==> config.mk <==
export PLATFORM = sky130hd
export DESIGN_NAME = ysyx_041461_mem_lsu_flat
export DESIGN_NICKNAME = d
export VERILOG_FILES = /design/src/rtl/ysyx_041461_mem_lsu_pkg.sv /design/src/rtl/ysyx_041461_mem_lsu_if.sv /design/src/rtl/ysyx_041461_mem_lsu_align.sv /design/src/rtl/ysyx_041461_mem_lsu.sv /design/src/flat_wrapper.sv
export SDC_FILE = /design/constraint.sdc
export NUM_CORES = 1
export LEC_CHECK = 0
export CAP_MARGIN = 0
export CORE_UTILIZATION = 40
export CTS_BUF_LIST = sky130_fd_sc_hd__clkbuf_8
export DETAILED_ROUTE_END_ITERATION = 8
export PLACE_DENSITY = 0.75
export RECOVER_POWER = 25
export SKIP_LAST_GASP = 1
export SYNTH_ARGS = -nofsm -noshare
export SYNTH_HDL_FRONTEND = slang
export SYNTH_SLANG_ARGS = --single-unit
==> constraint.sdc <==
create_clock -name clk -period 7.1 [get_ports clk]
set_input_delay 1.775 -clock clk [delete_from_list [all_inputs] [get_ports clk]]
set_output_delay 1.775 -clock clk [all_outputs]
set_load 0.02 [all_outputs]
==> src/rtl/ysyx_041461_mem_lsu_pkg.sv <==
// rtl/ysyx_041461_mem_lsu_pkg.sv - shared op codes, exception codes and FSM states for the MEM-stage LSU
//
// Purpose: single home for the memory op encoding, the exception codes
// reported by the MEM stage, and the LSU state type.
// Ports: none (package).
package ysyx_041461_mem_lsu_pkg;

  typedef enum logic [3:0] {
    OP_NOP = 4'd0,
    OP_LB  = 4'd1,
    OP_LH  = 4'd2,
    OP_LW  = 4'd3,
    OP_LD  = 4'd4,
    OP_LBU = 4'd5,
    OP_LHU = 4'd6,
    OP_LWU = 4'd7,
    OP_SB  = 4'd8,
    OP_SH  = 4'd9,
    OP_SW  = 4'd10,
    OP_SD  = 4'd11
  } mem_op_e;

  localparam logic [2:0] ysyx_041461_exception_NOP = 3'd0;
  localparam logic [2:0] ysyx_041461_exception_LAM = 3'd1;  // load address misaligned
  localparam logic [2:0] ysyx_041461_exception_SAM = 3'd2;  // store address misaligned

  typedef enum logic [1:0] {
    ST_IDLE = 2'd0,
    ST_REQ  = 2'd1,
    ST_DONE = 2'd2
  } lsu_state_e;

endpackage

==> src/rtl/ysyx_041461_mem_lsu_if.sv <==
// rtl/ysyx_041461_mem_lsu_if.sv - data memory bus between the LSU and memory
//
// Purpose: groups the request/ack bus so it can be passed as one port.
// Signals: mem_req, mem_wen, mem_addr[63:0], mem_wdata[63:0] (lane-aligned),
//          mem_wmask[7:0] (byte enables) from master; mem_ack (one-cycle
//          completion), mem_rdata[63:0] (lane-aligned, valid with ack) from slave.
interface ysyx_041461_mem_lsu_if;
  logic        mem_req;
  logic        mem_wen;
  logic [63:0] mem_addr;
  logic [63:0] mem_wdata;
  logic [7:0]  mem_wmask;
  logic        mem_ack;
  logic [63:0] mem_rdata;

  modport master (
    output mem_req, mem_wen, mem_addr, mem_wdata, mem_wmask,
    input  mem_ack, mem_rdata
  );

  modport slave (
    input  mem_req, mem_wen, mem_addr, mem_wdata, mem_wmask,
    output mem_ack, mem_rdata
  );
endinterface

==> src/rtl/ysyx_041461_mem_lsu_align.sv <==
// rtl/ysyx_041461_mem_lsu_align.sv - combinational lane shift, byte mask and load extension
//
// Purpose: converts between right-aligned register data and lane-aligned bus
// data for one memory op, and reports the op's kind and alignment.
// Ports: ctrl_i (op code), addr_lo_i (address bits [2:0]), wdata_i (store data,
//        right-aligned), rdata_i (bus read data, lane-aligned);
//        wdata_lane_o, wmask_o, rdata_ext_o, aligned_o, is_load_o, is_store_o.
module ysyx_041461_MEM_align
  import ysyx_041461_mem_lsu_pkg::*;
(
  input  logic [3:0]  ctrl_i,
  input  logic [2:0]  addr_lo_i,
  input  logic [63:0] wdata_i,
  input  logic [63:0] rdata_i,
  output logic [63:0] wdata_lane_o,
  output logic [7:0]  wmask_o,
  output logic [63:0] rdata_ext_o,
  output logic        aligned_o,
  output logic        is_load_o,
  output logic        is_store_o
);
  logic [5:0]  shamt;
  logic [63:0] rsh;
  logic [7:0]  base_mask;

  assign shamt        = {addr_lo_i, 3'b000};
  assign rsh          = rdata_i >> shamt;
  assign wdata_lane_o = wdata_i << shamt;
  assign wmask_o      = base_mask << addr_lo_i;
  assign is_load_o    = ctrl_i inside {OP_LB, OP_LH, OP_LW, OP_LD, OP_LBU, OP_LHU, OP_LWU};
  assign is_store_o   = ctrl_i inside {OP_SB, OP_SH, OP_SW, OP_SD};

  always_comb begin
    base_mask   = 8'h00;
    aligned_o   = 1'b1;
    rdata_ext_o = 64'd0;
    case (ctrl_i)
      OP_LB:         begin base_mask = 8'h01; rdata_ext_o = {{56{rsh[7]}}, rsh[7:0]}; end
      OP_LBU, OP_SB: begin base_mask = 8'h01; rdata_ext_o = {56'd0, rsh[7:0]}; end
      OP_LH:         begin base_mask = 8'h03; aligned_o = ~addr_lo_i[0];
                           rdata_ext_o = {{48{rsh[15]}}, rsh[15:0]}; end
      OP_LHU, OP_SH: begin base_mask = 8'h03; aligned_o = ~addr_lo_i[0];
                           rdata_ext_o = {48'd0, rsh[15:0]}; end
      OP_LW:         begin base_mask = 8'h0F; aligned_o = (addr_lo_i[1:0] == 2'b00);
                           rdata_ext_o = {{32{rsh[31]}}, rsh[31:0]}; end
      OP_LWU, OP_SW: begin base_mask = 8'h0F; aligned_o = (addr_lo_i[1:0] == 2'b00);
                           rdata_ext_o = {32'd0, rsh[31:0]}; end
      OP_LD, OP_SD:  begin base_mask = 8'hFF; aligned_o = (addr_lo_i == 3'b000);
                           rdata_ext_o = rsh; end
      default:       ;
    endcase
  end
endmodule

==> src/rtl/ysyx_041461_mem_lsu.sv <==
// rtl/ysyx_041461_mem_lsu.sv - MEM-stage load/store unit driving a single-outstanding memory bus
//
// Purpose: accepts one memory op from the MEM stage, runs at most one bus
// transaction for it, and hands the (extended) result to the WB register.
// Ports: clk, rst (async, active-high); MEM_valid_in, MEM_ctrl_in[3:0],
//        MEM_addr_in[63:0], MEM_wdata_in[63:0], MEM_flush, WBreg_enable;
//        MEM_valid_out, MEM_rdata_out[63:0], MEM_exception_out[2:0],
//        MEM_stall_out; bus (memory bus, master side).
module ysyx_041461_mem_lsu
  import ysyx_041461_mem_lsu_pkg::*;
(
  input  logic                          clk,
  input  logic                          rst,
  input  logic                          MEM_valid_in,
  input  logic [3:0]                    MEM_ctrl_in,
  input  logic [63:0]                   MEM_addr_in,
  input  logic [63:0]                   MEM_wdata_in,
  input  logic                          MEM_flush,
  input  logic                          WBreg_enable,
  output logic                          MEM_valid_out,
  output logic [63:0]                   MEM_rdata_out,
  output logic [2:0]                    MEM_exception_out,
  output logic                          MEM_stall_out,
  ysyx_041461_mem_lsu_if.master         bus
);
  lsu_state_e  state_q, state_d;
  logic        wen_q, wen_d;
  logic [63:0] addr_q, addr_d;
  logic [63:0] wdata_q, wdata_d;
  logic [7:0]  wmask_q, wmask_d;
  logic [3:0]  ctrl_q, ctrl_d;
  logic [63:0] rdata_q, rdata_d;
  logic        flush_seen_q, flush_seen_d;

  logic [3:0]  al_ctrl;
  logic [2:0]  al_addr;
  logic [63:0] al_wdata_lane, al_rdata_ext;
  logic [7:0]  al_wmask;
  logic        al_aligned, al_is_load, al_is_store;
  logic        discard;

  // One aligner serves both directions: incoming op in IDLE, latched op in REQ.
  ysyx_041461_MEM_align u_align (
    .ctrl_i       (al_ctrl),
    .addr_lo_i    (al_addr),
    .wdata_i      (MEM_wdata_in),
    .rdata_i      (bus.mem_rdata),
    .wdata_lane_o (al_wdata_lane),
    .wmask_o      (al_wmask),
    .rdata_ext_o  (al_rdata_ext),
    .aligned_o    (al_aligned),
    .is_load_o    (al_is_load),
    .is_store_o   (al_is_store)
  );

  assign bus.mem_req   = (state_q == ST_REQ);
  assign bus.mem_wen   = wen_q;
  assign bus.mem_addr  = addr_q;
  assign bus.mem_wdata = wdata_q;
  assign bus.mem_wmask = wmask_q;
  assign MEM_rdata_out = rdata_q;

  // A flush at any point of the REQ phase kills the result once ack arrives.
  assign discard = flush_seen_q | MEM_flush;

  always_comb begin
    state_d           = state_q;
    wen_d             = wen_q;
    addr_d            = addr_q;
    wdata_d           = wdata_q;
    wmask_d           = wmask_q;
    ctrl_d            = ctrl_q;
    rdata_d           = rdata_q;
    flush_seen_d      = flush_seen_q;
    MEM_valid_out     = 1'b0;
    MEM_exception_out = ysyx_041461_exception_NOP;
    MEM_stall_out     = 1'b0;
    al_ctrl           = MEM_ctrl_in;
    al_addr           = MEM_addr_in[2:0];

    case (state_q)
      ST_IDLE: begin
        if (MEM_flush) begin
          // discarded op: nothing is handed on
        end else if (!MEM_valid_in || MEM_ctrl_in == OP_NOP) begin
          MEM_valid_out = 1'b1;
        end else if (!al_aligned) begin
          MEM_valid_out     = 1'b1;
          MEM_exception_out = al_is_store ? ysyx_041461_exception_SAM
                                          : ysyx_041461_exception_LAM;
        end else begin
          MEM_stall_out = 1'b1;
          state_d       = ST_REQ;
          wen_d         = al_is_store;
          addr_d        = MEM_addr_in;
          wdata_d       = al_wdata_lane;
          wmask_d       = al_is_store ? al_wmask : 8'h00;
          ctrl_d        = MEM_ctrl_in;
          flush_seen_d  = 1'b0;
        end
      end
      ST_REQ: begin
        al_ctrl       = ctrl_q;
        al_addr       = addr_q[2:0];
        MEM_stall_out = 1'b1;
        if (MEM_flush) flush_seen_d = 1'b1;
        if (bus.mem_ack) begin
          if (al_is_load && !discard) rdata_d = al_rdata_ext;
          state_d = discard ? ST_IDLE : ST_DONE;
        end
      end
      ST_DONE: begin
        MEM_valid_out = ~MEM_flush;
        if (MEM_flush || WBreg_enable) state_d = ST_IDLE;
      end
      default: state_d = ST_IDLE;
    endcase
  end

  always_ff @(posedge clk or posedge rst) begin
    if (rst) begin
      state_q      <= ST_IDLE;
      wen_q        <= 1'b0;
      addr_q       <= 64'd0;
      wdata_q      <= 64'd0;
      wmask_q      <= 8'h00;
      ctrl_q       <= 4'd0;
      rdata_q      <= 64'd0;
      flush_seen_q <= 1'b0;
    end else begin
      state_q      <= state_d;
      wen_q        <= wen_d;
      addr_q       <= addr_d;
      wdata_q      <= wdata_d;
      wmask_q      <= wmask_d;
      ctrl_q       <= ctrl_d;
      rdata_q      <= rdata_d;
      flush_seen_q <= flush_seen_d;
    end
  end
endmodule

==> src/flat_wrapper.sv <==
// flat-port wrapper written by rule: the top's interface ports become plain ports
module ysyx_041461_mem_lsu_flat import ysyx_041461_mem_lsu_pkg::*;
  (clk, rst, MEM_valid_in, MEM_ctrl_in, MEM_addr_in, MEM_wdata_in, MEM_flush, WBreg_enable, MEM_valid_out, MEM_rdata_out, MEM_exception_out, MEM_stall_out, bus_mem_req, bus_mem_wen, bus_mem_addr, bus_mem_wdata, bus_mem_wmask, bus_mem_ack, bus_mem_rdata);
  ysyx_041461_mem_lsu_if bus_i ();
  input  logic clk;
  input  logic rst;
  input  logic MEM_valid_in;
  input  logic [3:0] MEM_ctrl_in;
  input  logic [63:0] MEM_addr_in;
  input  logic [63:0] MEM_wdata_in;
  input  logic MEM_flush;
  input  logic WBreg_enable;
  output logic MEM_valid_out;
  output logic [63:0] MEM_rdata_out;
  output logic [2:0] MEM_exception_out;
  output logic MEM_stall_out;
  output wire logic [$bits(bus_i.mem_req)-1:0] bus_mem_req;
  output wire logic [$bits(bus_i.mem_wen)-1:0] bus_mem_wen;
  output wire logic [$bits(bus_i.mem_addr)-1:0] bus_mem_addr;
  output wire logic [$bits(bus_i.mem_wdata)-1:0] bus_mem_wdata;
  output wire logic [$bits(bus_i.mem_wmask)-1:0] bus_mem_wmask;
  input wire logic [$bits(bus_i.mem_ack)-1:0] bus_mem_ack;
  input wire logic [$bits(bus_i.mem_rdata)-1:0] bus_mem_rdata;
  assign bus_mem_req = bus_i.mem_req;
  assign bus_mem_wen = bus_i.mem_wen;
  assign bus_mem_addr = bus_i.mem_addr;
  assign bus_mem_wdata = bus_i.mem_wdata;
  assign bus_mem_wmask = bus_i.mem_wmask;
  assign bus_i.mem_ack = bus_mem_ack;
  assign bus_i.mem_rdata = bus_mem_rdata;
  ysyx_041461_mem_lsu u_core (.clk(clk), .rst(rst), .MEM_valid_in(MEM_valid_in), .MEM_ctrl_in(MEM_ctrl_in), .MEM_addr_in(MEM_addr_in), .MEM_wdata_in(MEM_wdata_in), .MEM_flush(MEM_flush), .WBreg_enable(WBreg_enable), .MEM_valid_out(MEM_valid_out), .MEM_rdata_out(MEM_rdata_out), .MEM_exception_out(MEM_exception_out), .MEM_stall_out(MEM_stall_out), .bus(bus_i));
endmodule
# Word-level counts from Yosys, hierarchy flattened

Index checks and enable logic that the tools add are counted.

Bits in registers: 208
Input bits: 202
Output and inout port bits: 207

Eq/ne operators: 19
Shifts and indexed selects: 3
Mux-type cells: 31
Bitwise operators: 4
Reductions and logical operators: 23

Operator list:

| operator             | number |
|---|---|
| $pmux W64 S7         | 1 |
| $shl A64 B6 Y64      | 1 |
| $shr A64 B6 Y64      | 1 |
| $pmux W8 S4          | 1 |
| $eq A4 B3 Y1 const B | 4 |
| $eq A4 B4 Y1 const B | 4 |
| $mux W3              | 5 |
| $mux W2              | 7 |
| $mux W1              | 10 |
| $reduce_and A5 Y1    | 2 |
| $reduce_or A3 Y1     | 3 |
| $eq A4 B2 Y1 const B | 2 |
| $mux W8              | 1 |
| $reduce_or A2 Y1     | 4 |
| $shl A8 B3 Y8        | 1 |
| $reduce_bool A7 Y1   | 1 |
| $ne A2 B1 Y1 const B | 3 |
| $ne A2 B2 Y1 const B | 3 |
| $pmux W1 S2          | 3 |
| $pmux W2 S3          | 1 |
| $eq A4 B1 Y1 const B | 1 |
| $logic_not A2 Y1     | 2 |
| $logic_not A4 Y1     | 1 |
| $mux W4              | 1 |
| 13 further kinds     | 17 |

# Longest topological paths before layout

Depth in word-level cells: 9
Gate-level depth with buffers: 12
Gate-level depth less buffers: 8

# Modules after synthesis

Synthesis repeated with hierarchy kept, for this count alone.

Cells, all modules: 1125
Area total of the unflattened synthesis: 12602.1 um^2

By module, submodules not included:

| module                | instances | cells an instance | area an instance (um^2) |
|---|---|---|---|
| ysyx_041461_mem_lsu   | 1         | 484               | 7992.7 |
| ysyx_041461_MEM_align | 1         | 641               | 4609.4 |

# Worst setup path before layout

OpenSTA, ideal clock, no wires.

Path kind: input-to-output
From: input port MEM_ctrl_in[3]
To: output port MEM_valid_out
Arrival: 3.563 ns
Required time: 5.325 ns
Setup slack: 1.762 ns
Stages on the path: 8
Buffers on the path: 2
Path through: clkbuf_1 -> nand2_1 -> mux2i_1 -> o21ai_1 -> and2_1 -> buf_2 -> or2_1 -> a211oi_1

Longest elaborated chain between the ends: 8
Elaborated cells on any way between the ends: 19

RTL lines:

| what                                                           | RTL line                        | source |
|---|---|---|
| start: declaration                                             | flat_wrapper.sv:8               | `input logic [3:0] MEM_ctrl_in;` |
| $mux W4                                                        | ysyx_041461_mem_lsu.sv:81       | `case (state_q)` |
| $eq A4 B2 Y1, or another cell as far along                     | ysyx_041461_mem_lsu_align.sv:37 | `case (ctrl_i)` |
| $reduce_or A3 Y1 (no line) or $reduce_or A2 Y1 (tied branches) | n/a                             |  |
| $pmux W1 S3                                                    | ysyx_041461_mem_lsu_align.sv:37 |  |
| $mux W1                                                        | ysyx_041461_mem_lsu.sv:87       | `end else if (!al_aligned) begin` |
| $mux W1 (*)                                                    | ysyx_041461_mem_lsu.sv:85       | `end else if (!MEM_valid_in \|\| MEM_ctrl_in == OP_NOP) begin` |
| $mux W1 (*)                                                    | ysyx_041461_mem_lsu.sv:83       | `if (MEM_flush) begin` |
| $pmux W1 S2 (*)                                                | ysyx_041461_mem_lsu.sv:81       |  |
| end: declaration                                               | flat_wrapper.sv:13              | `output logic MEM_valid_out;` |

Every way passes the cells marked *; elsewhere a longest branch is shown, timed or not.

# Worst setup path in the final report

From: input port MEM_ctrl_in[0]
To: output port MEM_valid_out

The elaborated chain is that of the path after synthesis.

==> flow_summary.toml <==
[grt]
use_met2_pct = 50.3
grt_pass1_vias = 12400
met1_usage_pct = 36.2
globalRouteMet3Util_pct = 7.42
grt-ovfl-total = 0
busiest_layer = "met2"
grt_first_pass_wirelength_mm = 71.2
grt_usage_pct = 29.9
antenna_found_initial = 1
grt_max_degree = 153

[drt]
drt_first_pass_iters = 6
route.detailed.drc = 0
dr_total_vias = 12400
drtIter0Drc = 1089
ant_nets = 0
wl_mm = 46.4
avgRoutedWirePerCell_um = 20.8
viasPerCell = 5.56

[setup_path]
cp_common_cell = "clkdlybuf4s50_1"
path_cells = "clkdlybuf4s50_1, o31ai_1, o21ai_1, and2_1, or2_1, a211oi_1, clkdlybuf4s50_1"
cp-start-kind = "input pin"
cp_max_fo = 11
endpoint_kind = "output port"
crit_path_top_delay_cell = "clkdlybuf4s50_1"
worstPathArrival_ns = 4.56
crit_path_max_incr_delay_ns = 0.64
required_ns = 5.33
worst-setup-path-type = "input pin to output port"

[die]
core_area_sq_um = 29000
die_area_sq_um = 30500
fp.dieW_um = 175
start_util_pct = 41.1
num_io_pins = 409
rows = 62
fp.dieH_um = 175

[sta]
period_minus_slack_ns = 6.34
tns_ns = 0
finalCritPeriodShare_pct = 89.3
clock_skew_ns = 0.0178
clock.fmax_ghz = 0.158
worst_pin_slew_ns = 4.03
finalSetupViolations = 0
maxSlewHeadroom_pct = -169
slew_viol_final = 210
final-hold-violation-count = 0
rsz0062_at_grt = "no"

[synthesis]
yosysSeqAreaShare_pct = 43.7
synth_seq_cells = 208
syn-instance-count = 1466
synth_cell_type_count = 65
syn_avg_cell_area_sq_um = 8.13
async_flop_share_pct = 100
syn_area_sq_um = 11900
synth-main-ff-cell = "dfrtp_1"
syn_nets = 1668
synth_edf_count = 0
ys_warn_count = 0

[place]
dpl_cell_area_sq_um = 16200
dpl.hpwl_mm = 33.3
io_buffers = 407
routabilityCongestion = 0.933

[power_and_ir_drop]
leakagePower_nw = 7.63
ir_worst_vdd_mv = 0.264
power_density_nw_per_um2 = 429

[cts]
cts.sink_count = 208
clk_latency_ns = 0.55
postCtsSetupRepairBufs = 0
cts_inserted_buffers = 39
cts_root_buf = "clkbuf_8"
clk_pin_slew_ns = 0.05
cts_tree = "yes"
cts-hold-fix-buffers = 0
cts_resized = 0
cts_buffer_depth = 3
h-tree-depth = 2

[outcome]
violations = "max-capacitance violations, max-slew violations"
status = "finished with violations"

[final_layout]
drive_above_1_share_pct = 7.14
fin_nets = 2021
area_growth_pct = 42.5
fin_area_sq_um = 17000

[min_path]
min_path_type = "register to register"

[run]
drv_cap = 2
## final cells by class
class / instances / area (sq um)
sequential: 208 / 5200
antenna: 1 / 2.50
inverter: 13 / 50.0
clock buffer: 50 / 688
tap: 384 / 480
multi-input combinational: 1128 / 6200
timing repair buffer: 429 / 4250
fill: 2605 / 12000
clock inverter: 20 / 105
## sequential cells by signal (all words and copies together) (netlist names)
signal / count
u_core.MEM_rdata_out: 64
u_core.bus.mem_addr: 64
u_core.bus.mem_wdata: 64
u_core.bus.mem_wmask: 8
u_core.ctrl_q: 4
u_core.state_q: 2
u_core.bus.mem_wen: 1
u_core.flush_seen_q: 1
## report_power, final
part / switching (W) / total [W] / internal, W / leakage, nW
Combinational: 0.00234 / 0.00403 / 0.00169 / 4.57
Clock: 0.000542 / 0.00118 / 0.000640 / 0.450
Sequential: 0.000353 / 0.00207 / 0.00171 / 2.61
## kinds of logic (layout without fill, tap and decap cells)
group                     count (synthesis)  count (layout)  share of synthesized area, %
buffers and inverters                   130             512                          5.06
DFF                                     208             208                          43.7
muxes                                    91              91                          7.92
AOI/OAI and AO/OA                       296             296                          17.6
xor gates and xnor gates                  1               1                        0.0735
other                                     1               2                        0.0315
and+or+nand+nor                         739             739                          25.6
## cell usage after synthesis, drive strengths merged (2+ instances only)
cell | count | area, sq um
nand2 | 481 | 1810
dfrtp | 208 | 5200
nor2 | 118 | 443
a21oi | 102 | 736
mux2i | 83 | 831
nand3 | 83 | 415
buf | 61 | 344
clkbuf | 56 | 210
o21ai | 55 | 275
a31oi | 46 | 288
and3 | 24 | 150
o22a | 17 | 149
o31ai | 14 | 110
inv | 13 | 48.8
a221oi | 9 | 85.1
a211oi | 8 | 75.1
o22ai | 8 | 50.1
o2bb2ai | 8 | 76.3
nor3 | 7 | 35.0
a21o | 6 | 45.0
mux2 | 6 | 67.6
a22o | 5 | 43.8
or2 | 5 | 31.3
nand2b | 4 | 25.0
o221ai | 4 | 35.0
and2 | 2 | 12.5
mux4 | 2 | 45.0
nand3b | 2 | 15.0
nand4bb | 2 | 22.5
nor4bb | 2 | 20.0
o31a | 2 | 17.5
or3 | 2 | 12.5
or4bb | 2 | 22.5
## cell usage in the layout, fill, tap and decap left out, types with 4 or more instances in the layout
cell type	instances
nand2_1	481
clkdlybuf4s50_1	405
dfrtp_1	208
nor2_1	118
nand3_1	83
mux2i_1	81
a21oi_1	81
clkbuf_8	50
a31oi_1	45
o21ai_0	31
o21ai_1	24
and3_1	24
a21oi_4	21
inv_1	19
buf_4	19
o22a_1	17
o31ai_1	13
clkinv_2	9
a221oi_1	8
o22ai_1	8
nor3_1	7
o2bb2ai_1	7
a21o_1	5
a22o_1	5
a211oi_1	5
nand2b_1	4
mux2_2	4
or2_2	4
o221ai_1	4
## final timing paths
check	from	to	slack, ns	depth (start not counted)
setup / recovery	MEM_ctrl_in[0]	MEM_valid_out	0.76	7
hold reg to reg	u_core.bus.mem_wdata[0]$_DFFE_PP0P_	u_core.bus.mem_wdata[0]$_DFFE_PP0P_	0.47	2
hold / removal	u_core.bus.mem_wdata[0]$_DFFE_PP0P_	u_core.bus.mem_wdata[0]$_DFFE_PP0P_	0.47	2
setup reg to reg	u_core.state_q[1]$_DFFE_PP0P_	u_core.MEM_rdata_out[28]$_DFFE_PP0P_	3.25	9
min in group asynchronous	rst	u_core.bus.mem_addr[22]$_DFFE_PP0P_	2.83	3
max in group asynchronous	rst	u_core.MEM_rdata_out[1]$_DFFE_PP0P_	1.50	3
## critical path: cells and delay by family
family / cells / cell delay [ns]
compound gates: 3 / 0.84
buf+inv: 2 / 1.21
simple gates: 2 / 0.73
## routing by layer
metal	vias up	wire, um
met5	-	0
met4	0	2330
met3	144	4010
met2	632	22300
met1	5916	17800
li1	5720	-
## through the flow
| stage | hold slack (ns) | std cells | utilization, % | total power, W | setup WS [ns] |
|---|---|---|---|---|---|
| after floorplan | 0.454 | 1466 | - | 0.00430 | 1.76 |
| after global placement | 0.450 | 2162 | 55.8 | 0.00605 | 0.761 |
| after detailed placement | 0.456 | 2162 | 55.8 | 0.00611 | 0.774 |
| after CTS | 0.469 | 2232 | 58.6 | 0.00732 | 0.766 |
| after global routing | 0.489 | 2233 | 58.5 | 0.00771 | 0.572 |
| final | 0.466 | 2233 | 58.5 | 0.00728 | 0.763 |
No activity file was read; power rests on OpenSTA's default activity.
